--- src/rtl/ex_div_pkg.sv ---
// Shared types and constants for the EX-stage divider and its controller hookup.
package ex_div_pkg;

  localparam int unsigned DataWidth = 32;

  // Controller stall vector width and the "frozen" bit value.
  localparam int unsigned StallBus = 6;
  localparam logic        Stop     = 1'b1;

  localparam logic DivResultReady    = 1'b1;
  localparam logic DivResultNotReady = 1'b0;

  typedef enum logic [1:0] {
    DivFree   = 2'b00,
    DivByZero = 2'b01,
    DivOn     = 2'b10,
    DivEnd    = 2'b11
  } div_state_e;

  // Two's-complement negate.
  function automatic logic [DataWidth-1:0] neg32(input logic [DataWidth-1:0] x);
    return ~x + 32'd1;
  endfunction

endpackage

--- src/rtl/ex_div_if.sv ---
// EX-stage <-> divider signal bundle; master is the pipeline side, slave the divider.
interface ex_div_if;

  logic        start_i;
  logic        signed_i;
  logic [31:0] dividend_i;
  logic [31:0] divisor_i;
  logic        annul_i;
  logic        ex_hold_i;
  logic [31:0] quotient_o;
  logic [31:0] remainder_o;
  logic        ready_o;
  logic        stallreq_o;

  modport master (
    output start_i, signed_i, dividend_i, divisor_i, annul_i, ex_hold_i,
    input  quotient_o, remainder_o, ready_o, stallreq_o
  );

  modport slave (
    input  start_i, signed_i, dividend_i, divisor_i, annul_i, ex_hold_i,
    output quotient_o, remainder_o, ready_o, stallreq_o
  );

endinterface

--- src/rtl/ex_div_step.sv ---
// One restoring-division step: trial-subtract the divisor magnitude from the
// upper 33 bits of the shift register and shift in the resulting quotient bit.
module ex_div_step (
  input  logic [64:0] sr_i,
  input  logic [31:0] divisor_i,
  output logic [64:0] sr_o,
  output logic        q_bit_o
);

  logic [33:0] diff;
  logic        unused_diff;

  // Trial subtract; a clear sign bit means the subtraction is committed.
  always_comb begin
    diff    = {1'b0, sr_i[64:32]} - {2'b00, divisor_i};
    q_bit_o = ~diff[33];
    if (q_bit_o) begin
      // Committed difference is below the divisor, so it fits in 32 bits.
      sr_o = {diff[31:0], sr_i[31:0], 1'b1};
    end else begin
      sr_o = {sr_i[63:0], 1'b0};
    end
  end

  assign unused_diff = diff[32];

endmodule

--- src/rtl/ex_div.sv ---
// Multi-cycle 32-bit DIV/DIVU for the EX stage. Quotient goes to LO, remainder
// to HI; a stall request freezes PC..EX while a division is in flight.
module ex_div
  import ex_div_pkg::*;
(
  input logic     clk,
  input logic     rst,
  ex_div_if.slave bus
);

  div_state_e  state_q;
  logic [5:0]  cnt_q;
  logic [64:0] sr_q;
  logic [31:0] divisor_q;
  logic        neg_quo_q;
  logic        neg_rem_q;
  logic [31:0] quotient_q;
  logic [31:0] remainder_q;
  logic        ready_q;

  logic [31:0] dividend_abs;
  logic [31:0] divisor_abs;
  logic [64:0] step_sr;
  logic        step_q_bit;
  logic        unused_step;

  // Operand magnitudes, only meaningful in the cycle the FSM leaves IDLE.
  always_comb begin
    dividend_abs = bus.dividend_i;
    divisor_abs  = bus.divisor_i;
    if (bus.signed_i && bus.dividend_i[31]) dividend_abs = neg32(bus.dividend_i);
    if (bus.signed_i && bus.divisor_i[31])  divisor_abs  = neg32(bus.divisor_i);
  end

  ex_div_step u_step (
    .sr_i      (sr_q),
    .divisor_i (divisor_q),
    .sr_o      (step_sr),
    .q_bit_o   (step_q_bit)
  );

  // Division FSM; annul wins over start and hold in every state.
  always_ff @(posedge clk) begin
    if (rst) begin
      state_q     <= DivFree;
      cnt_q       <= 6'd0;
      sr_q        <= 65'd0;
      divisor_q   <= 32'd0;
      neg_quo_q   <= 1'b0;
      neg_rem_q   <= 1'b0;
      quotient_q  <= 32'd0;
      remainder_q <= 32'd0;
      ready_q     <= DivResultNotReady;
    end else if (bus.annul_i) begin
      state_q <= DivFree;
      ready_q <= DivResultNotReady;
    end else begin
      unique case (state_q)
        DivFree: begin
          if (bus.start_i) begin
            state_q   <= (bus.divisor_i == 32'd0) ? DivByZero : DivOn;
            cnt_q     <= 6'd0;
            sr_q      <= {32'd0, dividend_abs, 1'b0};
            divisor_q <= divisor_abs;
            neg_quo_q <= bus.signed_i & (bus.dividend_i[31] ^ bus.divisor_i[31]);
            neg_rem_q <= bus.signed_i & bus.dividend_i[31];
          end
        end
        DivByZero: begin
          state_q     <= DivEnd;
          quotient_q  <= 32'd0;
          remainder_q <= 32'd0;
          ready_q     <= DivResultReady;
        end
        DivOn: begin
          sr_q  <= step_sr;
          cnt_q <= cnt_q + 6'd1;
          if (cnt_q == 6'd31) begin
            // Final step: results are registered so they are valid throughout END.
            state_q     <= DivEnd;
            quotient_q  <= neg_quo_q ? neg32(step_sr[31:0]) : step_sr[31:0];
            remainder_q <= neg_rem_q ? neg32(step_sr[64:33]) : step_sr[64:33];
            ready_q     <= DivResultReady;
          end
        end
        DivEnd: begin
          // A held EX keeps the same DIV in place; staying here stops a restart.
          if (!bus.ex_hold_i) begin
            state_q <= DivFree;
            ready_q <= DivResultNotReady;
          end
        end
        default: state_q <= DivFree;
      endcase
    end
  end

  assign bus.quotient_o  = quotient_q;
  assign bus.remainder_o = remainder_q;
  assign bus.ready_o     = ready_q;
  assign bus.stallreq_o  = bus.start_i & ~bus.annul_i & (state_q != DivEnd);

  assign unused_step = step_sr[32] ^ step_q_bit;

endmodule
--- src/flat_wrapper.sv ---
// flat-port wrapper written by rule: the top's interface ports become plain ports
module ex_div_flat import ex_div_pkg::*;
  (clk, rst, bus_start_i, bus_signed_i, bus_dividend_i, bus_divisor_i, bus_annul_i, bus_ex_hold_i, bus_quotient_o, bus_remainder_o, bus_ready_o, bus_stallreq_o);
  ex_div_if bus_i ();
  input logic clk;
  input logic rst;
  input wire logic [$bits(bus_i.start_i)-1:0] bus_start_i;
  input wire logic [$bits(bus_i.signed_i)-1:0] bus_signed_i;
  input wire logic [$bits(bus_i.dividend_i)-1:0] bus_dividend_i;
  input wire logic [$bits(bus_i.divisor_i)-1:0] bus_divisor_i;
  input wire logic [$bits(bus_i.annul_i)-1:0] bus_annul_i;
  input wire logic [$bits(bus_i.ex_hold_i)-1:0] bus_ex_hold_i;
  output wire logic [$bits(bus_i.quotient_o)-1:0] bus_quotient_o;
  output wire logic [$bits(bus_i.remainder_o)-1:0] bus_remainder_o;
  output wire logic [$bits(bus_i.ready_o)-1:0] bus_ready_o;
  output wire logic [$bits(bus_i.stallreq_o)-1:0] bus_stallreq_o;
  assign bus_i.start_i = bus_start_i;
  assign bus_i.signed_i = bus_signed_i;
  assign bus_i.dividend_i = bus_dividend_i;
  assign bus_i.divisor_i = bus_divisor_i;
  assign bus_i.annul_i = bus_annul_i;
  assign bus_i.ex_hold_i = bus_ex_hold_i;
  assign bus_quotient_o = bus_i.quotient_o;
  assign bus_remainder_o = bus_i.remainder_o;
  assign bus_ready_o = bus_i.ready_o;
  assign bus_stallreq_o = bus_i.stallreq_o;
  ex_div u_core (.clk(clk), .rst(rst), .bus(bus_i));
endmodule
--- config.mk ---
export PLATFORM = sky130hd
export DESIGN_NAME = ex_div_flat
export DESIGN_NICKNAME = d
export VERILOG_FILES = /design/src/rtl/ex_div_pkg.sv /design/src/rtl/ex_div_if.sv /design/src/rtl/ex_div_step.sv /design/src/rtl/ex_div.sv /design/src/flat_wrapper.sv
export SDC_FILE = /design/constraint.sdc
export NUM_CORES = 1
export LEC_CHECK = 0
export BUFFER_PORTS_ARGS = -buffer_cell sky130_fd_sc_hd__buf_2
export CELL_PAD_IN_SITES_DETAIL_PLACEMENT = 2
export CELL_PAD_IN_SITES_GLOBAL_PLACEMENT = 2
export CORE_MARGIN = 2
export CORE_UTILIZATION = 37
export CTS_BUF_LIST = sky130_fd_sc_hd__clkbuf_16
export DETAILED_ROUTE_END_ITERATION = 12
export PLACE_DENSITY_LB_ADDON = 0.1
export SLEW_MARGIN = 20
export SYNTH_ARGS = -nofsm -noshare
export SYNTH_HDL_FRONTEND = slang
export SYNTH_SLANG_ARGS = --single-unit
--- constraint.sdc ---
create_clock -name clk -period 13.1 [get_ports clk]
set_input_delay 1.31 -clock clk [delete_from_list [all_inputs] [get_ports clk]]
set_output_delay 1.31 -clock clk [all_outputs]
set_load 0.01 [all_outputs]
Yosys cells after proc, flatten, opt, wreduce, memory -nomap -nowiden --
Index checks and enable logic that the tools add are counted.
Storage, ports and cells: input port bits 70, word-level logic and storage cells 67, register bits 172, output and inout bits 66
Operators by class: eq/ne operators 8, $add $sub $neg 6, bitwise operators 10, mux-type cells 21, reduce and logical (&&, ||, !) cells 13
Operators with widths (number):
- 2-to-1 mux 32 bit | 6
- 2-to-1 mux 65 bit | 2
- one-hot mux 65 bit (2 select lines) | 1
- adder 32 x 1 -> 32 bit, second input constant | 4
- NOT 32 bit | 4
- one-hot mux 32 bit (2 select lines) | 2
- subtractor 33 x 32 -> 34 bit | 1
- zero test 32 bit | 1
- AND reduction 3 bit | 5
- one-hot mux 6 bit (2 select lines) | 1
- 2-to-1 mux 2 bit | 4
- one-hot mux 2 bit (4 select lines) | 1
- adder 6 x 1 -> 6 bit, second input constant | 1
- == test 6 x 5 -> 1 bit, second input constant | 1
- 2-to-1 mux 6 bit | 1
- != test 2 bit, second input constant | 3
- AND 1 bit | 4
- == test 2 bit, second input constant | 2
- nonzero test 2 bit | 2
- one-hot mux 1 bit (3 select lines) | 1
- nonzero test 3 bit | 1
- == test 2 x 1 -> 1 bit, second input constant | 1
- logical AND 1 bit | 2
- zero test 2 bit | 1
- other kinds (5) | 6

Depth between registers and ports, before layout --
Gate-level depths: netlist (run 1).
depth after elaboration 7, depth in mapped cells 23, depth with buffers taken out 18

Modules after synthesis --
Synthesis (run 1) repeated with hierarchy kept, for this count alone.
Second synthesis, totals: cells, all modules 1579, area total of the unflattened synthesis 11999.0 µm²
Modules (own cells, without submodules):
- ex_div | cells each 1173, instances 1, sequential area each 3443.3 µm², area an instance 9321.4 µm²
- ex_div_step | cells each 406, instances 1, sequential area each 0.0 µm², area an instance 2677.6 µm²

Worst setup path after synthesis (run 1) --
OpenSTA, ideal clock, no wires.
path kind reg2reg, start point register u_core.sr_q[41], end point register u_core.remainder_q[30] (netlist: u_core.bus.remainder_o[30]), setup time 0.125 ns, stages on the path, launching flop included 22, arrival time 5.011 ns, data required time 12.975 ns, buffers on the path 5, slack 7.964 ns, period minus slack after synthesis 5.136 ns, cells stage by stage dfxtp_1 ha_1 clkbuf_1 nand4_1 nor3_1 o2111ai_1 nand3_1 buf_2 buf_2 buf_1 clkbuf_1 nand2_1 o21ai_0 ha_1 nand3_1 or4_1 o41a_1 a211o_1 or4_4 o31ai_1 xor2_1 o21ai_1
Between the ends: longest elaborated chain between the ends 7
RTL lines:
- from (decl) | line ex_div.sv:13 | logic [64:0] sr_q;
- from (signal assigned) | line ex_div.sv:63 | sr_q <= {32'd0, dividend_abs, 1'b0};
- from (signal assigned) | line ex_div.sv:76 | sr_q <= step_sr;
- subtractor 33 x 32 -> 34 bit | line ex_div_step.sv:15 | diff = {1'b0, sr_i[64:32]} - {2'b00, divisor_i};
- 2-to-1 mux 65 bit (*) | line ex_div_step.sv:17 | if (q_bit_o) begin
- NOT 32 bit | line ex_div_pkg.sv:22 | return ~x + 32'd1;
- adder 32 x 1 -> 32 bit | line ex_div_pkg.sv:22
- 2-to-1 mux 32 bit (*) | line ex_div.sv:82 | remainder_q <= neg_rem_q ? neg32(step_sr[64:33]) : step_sr[64:33];
- 2-to-1 mux 32 bit (*) | line ex_div.sv:78 | if (cnt_q == 6'd31) begin
- one-hot mux 32 bit (2 select lines) (*) | line ex_div.sv:58 | unique case (state_q)
- to (signal assigned) | line ex_div.sv:82
- to (decl) | line ex_div.sv:18 | logic [31:0] remainder_q;
Every way passes the cells marked *; elsewhere a longest branch is shown, timed or not. The select of a mux whose other input is x is not followed. A chain may end at the register's enable or synchronous reset.

Final worst setup path (run 1) --
start point register u_core.sr_q[38], end point register u_core.remainder_q[30] (netlist: u_core.bus.remainder_o[30])
Same word-level chain as after synthesis.

==> summary.txt, run 1 <==
Status
  – Status: finished, final reports clean

Route
  – DRC errors left: 0
  – DRT iter0 DRCs: between 600 and 700
  – First-pass DRT Iterations: 5
  – Vias: around 12000
  – Routed len/inst: 21.6 µm
  – Final wirelength: around 44000 µm
  – Final ANT Viol Nets: 0
  – Drt via density: between 5 and 6

CTS
  – CTS root buffer: clkbuf_16
  – H-tree Lvls: 4
  – Hold_buf cts: 0
  – Worst skew pair latency: ~0.45 ns
  – CTS tree: built
  – Post-CTS setup buffer count: 0
  – Post-CTS sizing: 0
  – Bufs on Longest Clock Path: 2
  – CTS Buf Count: 17
  – Sink Count: 172
  – Clock transition at path regs: 0.07 ns

Synth
  – #FFs+latches synth: between 150 and 200
  – Post-synth cell types: 69
  – Sequential-to-total area share from yosys stat: 0.303
  – Asr flop ratio synth: 0
  – Gate Count Post-Synth: between 1500 and 2000
  – Synth Cell Area: between 0.01 and 0.015 mm²
  – Most used DFF post-synth: dfxtp_1
  – Syn avg cell area: 7.34 µm²
  – Mapped Nets: about 1700
  – Synth Warn #: 0
  – Post-synth EDFFs: 0

Timing
  – RSZ-0062 raised after global routing: false
  – Final Hold Fails: 0
  – Skew final: between 0.01 and 0.015 ns
  – Count of final setup violators: 0
  – Relative slew slack: 0.329
  – Setup WS post-layout: a little under 8 ns
  – Maximum clock rate: ~190 MHz
  – Setup TNS: 0 ns
  – Worst slew pin tran: around 1 ns
  – Max Slew Vio Count: 0
  – Final worst path period share: 0.403
  – Fin crit period: around 5.3 ns

Power
  – LEAKAGE: 5.11 nW
  – Peak VDD IR: ~0.000086 V
  – Pwr per Cell Area: around 110 mW/mm²

Critical path
  – Data arrival, critical path: 5.58 ns
  – CP max stage delay: 0.57 ns
  – Max Fanout on Critical Path: 6
  – Reg2Reg Setup Slack: between 7 and 8 ns
  – Reg2reg end: u_core.bus.remainder_o[30]
  – Kind of critical path: register to register
  – R2R cell count: 15
  – Slowest cell on crit path: or4_4
  – Reg2Reg Launch Point: u_core.sr_q[38]
  – Crit end category: register
  – CP Launch Point: u_core.sr_q[38]
  – CP startpoint kind: register
  – Crit-path cells: ha_1 -> a21oi_1 -> o21ai_1 -> o2111ai_1 -> nand3_2 -> o21ai_0 -> ha_1 -> nand3_1 -> or4_1 -> o41a_1 -> a211o_1 -> or4_4 -> o31ai_1 -> xor2_1 -> o21ai_1
  – Worst EP required: 13.40 ns

Global routing
  – Total GRT Usage: 0.276
  – GR Overflow Total: 0
  – Vias in the first global route: between 10000 and 15000
  – Largest net degree at the start of global routing: 77
  – First-pass GRT wire length: 68900 µm
  – Initial antenna violation count: 1

Placement
  – GPL Wtd Cong: between 0.8 and 0.9
  – Place WS: 7.94 ns
  – DP HPWL: roughly 33000 µm
  – Number of port buffers: about 140

Floorplan
  – Die Span X: approximately 180 µm
  – Cell row count: 64
  – Die height: approximately 180 µm
  – Num ports: ~140
  – Full die area: between 0.03 and 0.04 mm²
  – Core footprint: a little over 0.03 mm²
  – Initial Util: 0.373

Hold path
  – Hold worst-path end: u_core.bus.remainder_o[20]
  – Hold_sp: u_core.bus.remainder_o[20]
  – Hold depth: 2
  – Worst Hold Class: register to register

Job
  – Max Cap Viol: 0

Layout
  – Fill count: 3635
  – Area Overhead vs Synth: 12.9%
  – Share of cells above drive strength 1: 0.126
  – Final core utilization: 0.422
  – Final net count: about 1700
## cell type report
class / count / area (µm²) / share of cell area
antenna: 1 / 2.50 / 0.000195
clock buffer: 17 / 425 / 0.0332
clock inverter: 15 / 118 / 0.00917
inverter: 57 / 214 / 0.0167
multi-input combinational: 1224 / 7360 / 0.573
sequential: 172 / 3440 / 0.268
tap: 396 / 495 / 0.0386
timing repair buffer: 147 / 776 / 0.0605
## synth_stat cells (all sizes together), types with 3 or more instances
master	count	area, µm²
o31ai	33	253
or4	12	101
mux2i	6	60.1
o211ai	10	75.1
nor4	15	93.8
xor2	62	543
nor3b	4	30.0
o21ai	97	489
clkbuf	77	289
nor3	41	205
o21bai	3	22.5
nor2b	5	31.3
a22oi	50	375
a211oi	34	255
a21oi	103	515
xnor2	80	701
a2111oi	3	26.3
nand2b	13	81.3
dfxtp	172	3440
buf	17	85.1
a31oi	39	244
ha	40	500
mux2	5	56.3
or3	22	148
nand3	58	290
a311oi	4	35.0
a211o	3	26.3
inv	57	214
and2	6	37.5
a21o	9	67.6
nand4	13	81.3
nor2	166	623
a21boi	5	37.5
o21a	6	45.0
nand3b	6	45.0
or2	8	50.1
o41ai	8	85.1
nand2	230	863
## cells by family after synthesis
| logic type | synth area share |
|---|---|
| simple gates | 0.241 |
| compound gates | 0.239 |
| flops | 0.303 |
| buf+inv | 0.0518 |
| xor+xnor | 0.109 |
| fa+ha+maj | 0.0458 |
| mux | 0.0102 |
## flip-flops by register name, indices dropped and copies added (netlist names)
register / flops
u_core.divisor_q: 32
u_core.sr_q: 65
u_core.neg_rem_q: 1
u_core.bus.ready_o: 1
u_core.state_q: 2
u_core.neg_quo_q: 1
u_core.bus.quotient_o: 32
u_core.bus.remainder_o: 32
u_core.cnt_q: 6
## layer usage
layer / up-vias / global-route usage / wire length [µm]
met5: - / 0 / 0
met4: 0 / 0.0749 / 863
met3: 54 / 0.0337 / 1370
met2: 208 / 0.461 / 20800
met1: 5945 / 0.373 / 20700
li1: 5620 / - / -
## power breakdown
part           internal [mW]  total [mW]  leakage, nW  switching, mW
sequential             0.538       0.552         1.39         0.0146
clock                  0.246       0.491        0.264          0.245
combinational          0.103       0.325         3.46          0.221
total                  0.887        1.37         5.11          0.481
## per-stage QoR
stage | hold slack [ns] | total power, mW | cells | cell area [µm²]
2_1_floorplan | 0.432 | 0.774 | 1547 | 11400
3_3_place_gp | 0.432 | 0.876 | 1995 | 12300
3_5_place_dp | 0.441 | 0.884 | 1995 | 12300
4_1_cts | 0.458 | 1.38 | 2027 | 12800
5_1_grt | 0.473 | 1.43 | 2029 | 12800
6_report | 0.453 | 1.37 | 2029 | 12800
## cells in the final DEF, fill, tap and decap left out, types with 39 or more instances in the layout
cell / instances
a31oi_1: 39
a22oi_1: 50
nor2_1: 163
ha_1: 39
xnor2_1: 80
buf_2: 134
xor2_1: 62
nand3_1: 57
dfxtp_1: 172
nand2_1: 230
inv_1: 57
a21oi_1: 103
nor3_1: 41
o21ai_0: 84
## critical path, delay by kind of cell (launching register included)
kind	cells	cell delay (ns)
fa+ha+maj	2	0.71
flops	1	0.48
simple gates	4	1.41
compound gates	8	2.32
xor+xnor	1	0.20
## how the worst max path moves through the flow
stage | slack (ns) | cells past startpoint | end
floorplan | 7.96 | 21 | u_core.bus.remainder_o[30]
global placement | 8.08 | 15 | u_core.bus.remainder_o[30]
detailed placement | 7.94 | 15 | u_core.bus.remainder_o[30]
CTS | 7.91 | 15 | u_core.bus.remainder_o[30]
global route | 7.43 | 15 | u_core.bus.remainder_o[30]
finish | 7.82 | 15 | u_core.bus.remainder_o[30]
No activity file was read; power rests on OpenSTA's default activity.
==> inputs of run 2 (changes only) <==
CORE_UTILIZATION = 31   (was 37)
clock period = 4.6 ns   (was 13.1 ns; I/O delays follow)
==> summary.txt, run 2 (same netlist as run 1, synthesis figures left out) <==
Placement
  – DP HPWL: ~35000 µm
  – Place WS: -0.152 ns
  – # placed instances: 2128
  – Number of port buffers: 135
  – GPL Wtd Cong: about 0.85

Critical path
  – Max Fanout on Critical Path: 5
  – Reg2reg end: u_core.bus.remainder_o[30]
  – Worst EP required: approximately 5 ns
  – Reg2Reg Launch Point: u_core.divisor_q[27]
  – CP startpoint kind: register
  – Top delay family on crit path: simple AND/OR/NAND/NOR gates
  – Kind of critical path: register to register
  – Crit end category: register
  – WP buf/inv: 2
  – Data arrival, critical path: about 4.7 ns
  – R2R cell count: 18
  – Reg2Reg Setup Slack: 0.22 ns
  – Slowest cell on crit path: or4_4
  – CP max stage delay: around 0.58 ns
  – Crit-path cells: inv_1 -> ha_4 -> nand4_1 -> or3_4 -> a31o_1 -> nand3_2 -> buf_4 -> nand2_1 -> o21ai_1 -> ha_2 -> nand3_1 -> or4_4 -> o41a_1 -> a211o_1 -> or4_4 -> o31ai_2 -> xor2_1 -> o21ai_1

Timing
  – Final worst path period share: 0.953
  – Final hold slack: between 0.2 and 0.3 ns
  – Maximum clock rate: around 230 MHz
  – Count of final setup violators: 0
  – Relative slew slack: 0.344
  – Fin crit period: about 4.4 ns
  – Max Slew Vio Count: 0
  – Skew final: roughly 0.015 ns
  – Setup WS post-layout: approximately 0.22 ns
  – Worst slew pin tran: slightly below 1 ns
  – Final Hold Fails: 0

Floorplan
  – Core footprint: between 0.03 and 0.04 mm²
  – Num ports: ~140
  – Die height: 195 µm
  – Initial Util: 0.313
  – Die Span X: slightly below 200 µm
  – Full die area: around 0.038 mm²
  – Cell row count: 70

Layout
  – Most frequent cells in the layout: nand2_1 (230), dfxtp_1 (169), nor2_1 (160)
  – Share of cells above drive strength 1: 0.183
  – Storage element area: around 0.0034 mm²
  – Leading cell type in the layout, fill and taps excluded: nand2_1
  – Fill count: 4288
  – Antenna cells: 0
  – Area Overhead vs Synth: 20.3%
  – Layout Cells excl Fill: approximately 2200
  – Area occupied by multi-input gates: 0.00759 mm²
  – Top reg by flops: u_core.sr_q
  – Final net count: 1799
  – Max reg flops: 65

CTS
  – H-tree Lvls: 4
  – Hold_buf cts: 0
  – CTS tree: built
  – Sink Count: around 170
  – CTS Buf Count: 17
  – CTS root buffer: clkbuf_16
  – Clock transition at path regs: 0.07 ns
  – Worst skew pair latency: approximately 0.46 ns
  – Bufs on Longest Clock Path: 2

Hold path
  – Worst Hold Class: input port to register
  – Hold depth: 3
  – Hold_sp: bus_divisor_i[0]
  – Hold worst-path end: u_core.divisor_q[0]

Route
  – DRT iter0 DRCs: roughly 590
  – First-pass DRT Iterations: 8
  – Final ANT Viol Nets: 0
  – DRC errors left: 0
  – Final wirelength: 46400 µm
  – Vias: between 10000 and 15000
  – Routed len/inst: 21.4 µm
  – Drt via density: between 5 and 6

Global routing
  – First-pass GRT wire length: around 72000 µm
  – Initial antenna violation count: 0
  – Total GRT Usage: 0.243
  – Vias in the first global route: 12400
  – Largest net degree at the start of global routing: 70
  – GR Overflow Total: 0

Status
  – Status: finished, final reports clean

Job
  – Max Cap Viol: 0

Power
  – Peak VDD IR: between 0.0002 and 0.0003 V
  – Pwr per Cell Area: around 290 mW/mm²
  – Total Power: between 4 and 5 mW
  – LEAKAGE: between 5 and 6 nW
-- run 2: worst max path at each step --
stage | from | end | slack (ns) | depth (start not counted)
3_5_place_dp | u_core.divisor_q[27] | u_core.bus.remainder_o[26] | -0.15 | 18
5_1_grt | u_core.divisor_q[20] | u_core.bus.remainder_o[30] | -0.02 | 18
6_report | u_core.divisor_q[27] | u_core.bus.remainder_o[30] | 0.22 | 18
4_1_cts | u_core.divisor_q[2] | u_core.bus.remainder_o[26] | 0.01 | 19
3_3_place_gp | u_core.sr_q[32] | u_core.bus.remainder_o[31] | -0.06 | 14
2_1_floorplan | u_core.divisor_q[24] | u_core.bus.remainder_o[30] | 0.006 | 23
-- run 2: report_power, final --
group	total [mW]	switching, mW	internal [mW]
clock network	1.41	0.714	0.699
registers	1.57	0.0413	1.53
logic	1.04	0.671	0.371
total	4.03	1.43	2.60
-- run 2: tightest hold or removal path, cell delays in order --
cell     delay (ns)
buf_2          0.12
nand2_1        0.06
a21oi_1        0.05
-- run 2: through the flow --
stage / util / instance area [µm²] / setup TNS [ns]
after global routing: 0.376 / 13700 / -0.0237
after detailed placement: 0.353 / 12800 / -0.603
after global placement: 0.353 / 12800 / -0.0571
after CTS: 0.371 / 13500 / 0
after floorplan: - / 11400 / 0
final: 0.376 / 13700 / 0
-- run 2: timing repair --
action | CTS | global route
endpoints found under the setup margin | 9 | 14
gates resized for setup | 8 | 33
pin swaps | 5 | 10
buffers inserted | 4 | 5
-- run 2: final cells by class --
class                   instances  area share
multi-input cells            1224       0.555
well taps                     468      0.0428
repair buffers                216      0.0941
clock buffers                  17      0.0311
flip-flops and latches        172       0.252
clock inverters                15     0.00842
inverters                      57      0.0157
-- run 2: per-layer routing --
layer | part of all wire | wire length (µm) | GRT usage
met4 | 0.016 | 761 | 0.0585
met1 | 0.48 | 22400 | 0.331
met2 | 0.46 | 21500 | 0.399
met5 | 0 | 0 | 0
met3 | 0.036 | 1650 | 0.0406
==> inputs of run 3 (changes only) <==
RECOVER_POWER = 50   (was default)
==> summary.txt, run 3 (same netlist as run 1, synthesis figures left out) <==
Status
  – Status: complete, but fails checks
  – Failing checks: max-capacitance violations, max-slew violations

Hold path
  – Worst Hold Class: input port to register

Critical path
  – Max Fanout on Critical Path: 5
  – Crit end category: register
  – CP startpoint kind: register
  – Data arrival, critical path: 4.72 ns
  – Worst EP required: roughly 4.9 ns
  – Kind of critical path: register to register
  – Crit-path cells: inv_1 -> ha_4 -> nand4_1 -> or3_4 -> a31o_1 -> nand3_2 -> buf_4 -> nand2_1 -> o21ai_1 -> ha_2 -> nand3_1 -> or4_4 -> o41a_1 -> a211o_1 -> or4_4 -> o31ai_2 -> xor2_1 -> o21ai_1
  – CP max stage delay: a little under 0.6 ns
  – Slowest cell on crit path: or4_4

Layout
  – Antenna cells: 0
  – Max reg flops: between 60 and 70
  – Fill count: ~4300
  – Share of cells above drive strength 1: 0.141
  – Final core utilization: 0.373
  – Storage element area: between 0.003 and 0.004 mm²
  – Layout Cells excl Fill: between 2000 and 2500
  – Leading cell type in the layout, fill and taps excluded: nand2_1
  – Area occupied by multi-input gates: between 0.007 and 0.008 mm²
  – Most frequent cells in the layout: nand2_1 (230), dfxtp_1 (169), nor2_1 (161)
  – Final net count: 1799
  – Top reg by flops: u_core.sr_q
  – Area Overhead vs Synth: 19.4%

Placement
  – DP HPWL: about 35000 µm
  – GPL Wtd Cong: 0.850
  – Number of port buffers: around 140
  – # placed instances: between 2000 and 2500

Global routing
  – First-pass GRT wire length: 72200 µm
  – Met1 GRT Util: 0.331
  – Vias in the first global route: ~12000
  – Met3 Track Usage GR: 0.0406
  – Initial antenna violation count: 0
  – Total GRT Usage: 0.243
  – GR met2 Demand/Resource: 0.399
  – Global route hottest layer: met2
  – Largest net degree at the start of global routing: 70
  – GR Overflow Total: 0

Route
  – Drt via density: approximately 5.5
  – Final ANT Viol Nets: 0
  – Routed len/inst: roughly 21 µm
  – DRT iter0 DRCs: between 600 and 700
  – DRC errors left: 0
  – Vias: roughly 12000
  – Final wirelength: roughly 46000 µm
  – First-pass DRT Iterations: 5

Floorplan
  – Full die area: around 0.038 mm²
  – Num ports: roughly 140
  – Initial Util: 0.313
  – Cell row count: 70
  – Core footprint: 0.0363 mm²
  – Die Span X: around 200 µm
  – Die height: between 150 and 200 µm

Timing
  – Count of final setup violators: 0
  – Worst slew pin tran: approximately 3 ns
  – Max Slew Vio Count: roughly 210
  – Relative slew slack: -0.955
  – Final Hold Fails: 0
  – Fin crit period: between 4 and 5 ns
  – Skew final: roughly 0.015 ns
  – Maximum clock rate: roughly 230 MHz
  – Final worst path period share: 0.952

Power
  – LEAKAGE: around 5.2 nW
  – Pwr per Cell Area: slightly below 300 mW/mm²
  – Total Power: slightly above 4 mW
  – Peak VDD IR: between 0.0002 and 0.0003 V

CTS
  – Clock transition at path regs: 0.07 ns
  – Sink Count: 172
  – Hold_buf cts: 0
  – CTS Buf Count: 17
  – CTS root buffer: clkbuf_16
  – Worst skew pair latency: between 0.4 and 0.5 ns
  – CTS tree: built
  – H-tree Lvls: 4
  – Bufs on Longest Clock Path: 2

Job
  – Max Cap Viol: 4
[run 3: through the flow]
stage,worst slack [ns],hold slack [ns],TNS [ns],instance area (µm²)
after floorplan,0.00574,0.432,0,11400
after global placement,-0.0571,0.434,-0.0571,12800
after detailed placement,-0.152,0.444,-0.603,12800
after CTS,0.00952,0.254,0,13500
after global routing,-0.0189,0.288,-0.0237,13600
final,0.222,0.280,0,13600
[run 3: critical path, delay by kind of cell (launching register included)]
kind	cells	cell delay, ns
AND/OR/NAND/NOR	7	1.83
AO/OA/AOI/OAI	6	1.14
adder cells (fa/ha/maj)	2	0.51
flip-flops	1	0.38
buffers and inverters	2	0.22
XOR/XNOR	1	0.17
[run 3: routing by layer]
layer / vias up / wire length, µm
met4: 0 / 781
met3: 39 / 1610
met5: - / 0
met1: 5877 / 22500
li1: 5762 / -
met2: 180 / 21500
[run 3: area by class of cell]
class | instances | share of cell area
clock inverters | 15 | 0.00848
multi-input cells | 1224 | 0.559
flip-flops and latches | 172 | 0.254
inverters | 57 | 0.0158
clock buffers | 17 | 0.0313
repair buffers | 216 | 0.0881
well taps | 468 | 0.0431
[run 3: worst paths after layout]
kind / start / end / slack (ns) / cells after the start
setup / recovery: u_core.divisor_q[27] / u_core.bus.remainder_o[30] / 0.22 / 18
hold / removal: bus_divisor_i[0] / u_core.divisor_q[0] / 0.28 / 3
setup reg to reg: u_core.divisor_q[27] / u_core.bus.remainder_o[30] / 0.22 / 18
hold reg to reg: u_core.bus.quotient_o[29] / u_core.bus.quotient_o[29] / 0.45 / 2
[run 3: where the power goes]
part	switching (mW)	internal (mW)
Combinational	0.671	0.372
Sequential	0.0413	1.53
Clock	0.716	0.699
Total	1.43	2.60
[run 3: timing repair]
item / CTS / global route
setup endpoints to repair: 9 / 14
pin swaps: 5 / 10
gates resized for setup: 8 / 33
buffers inserted: 4 / 5
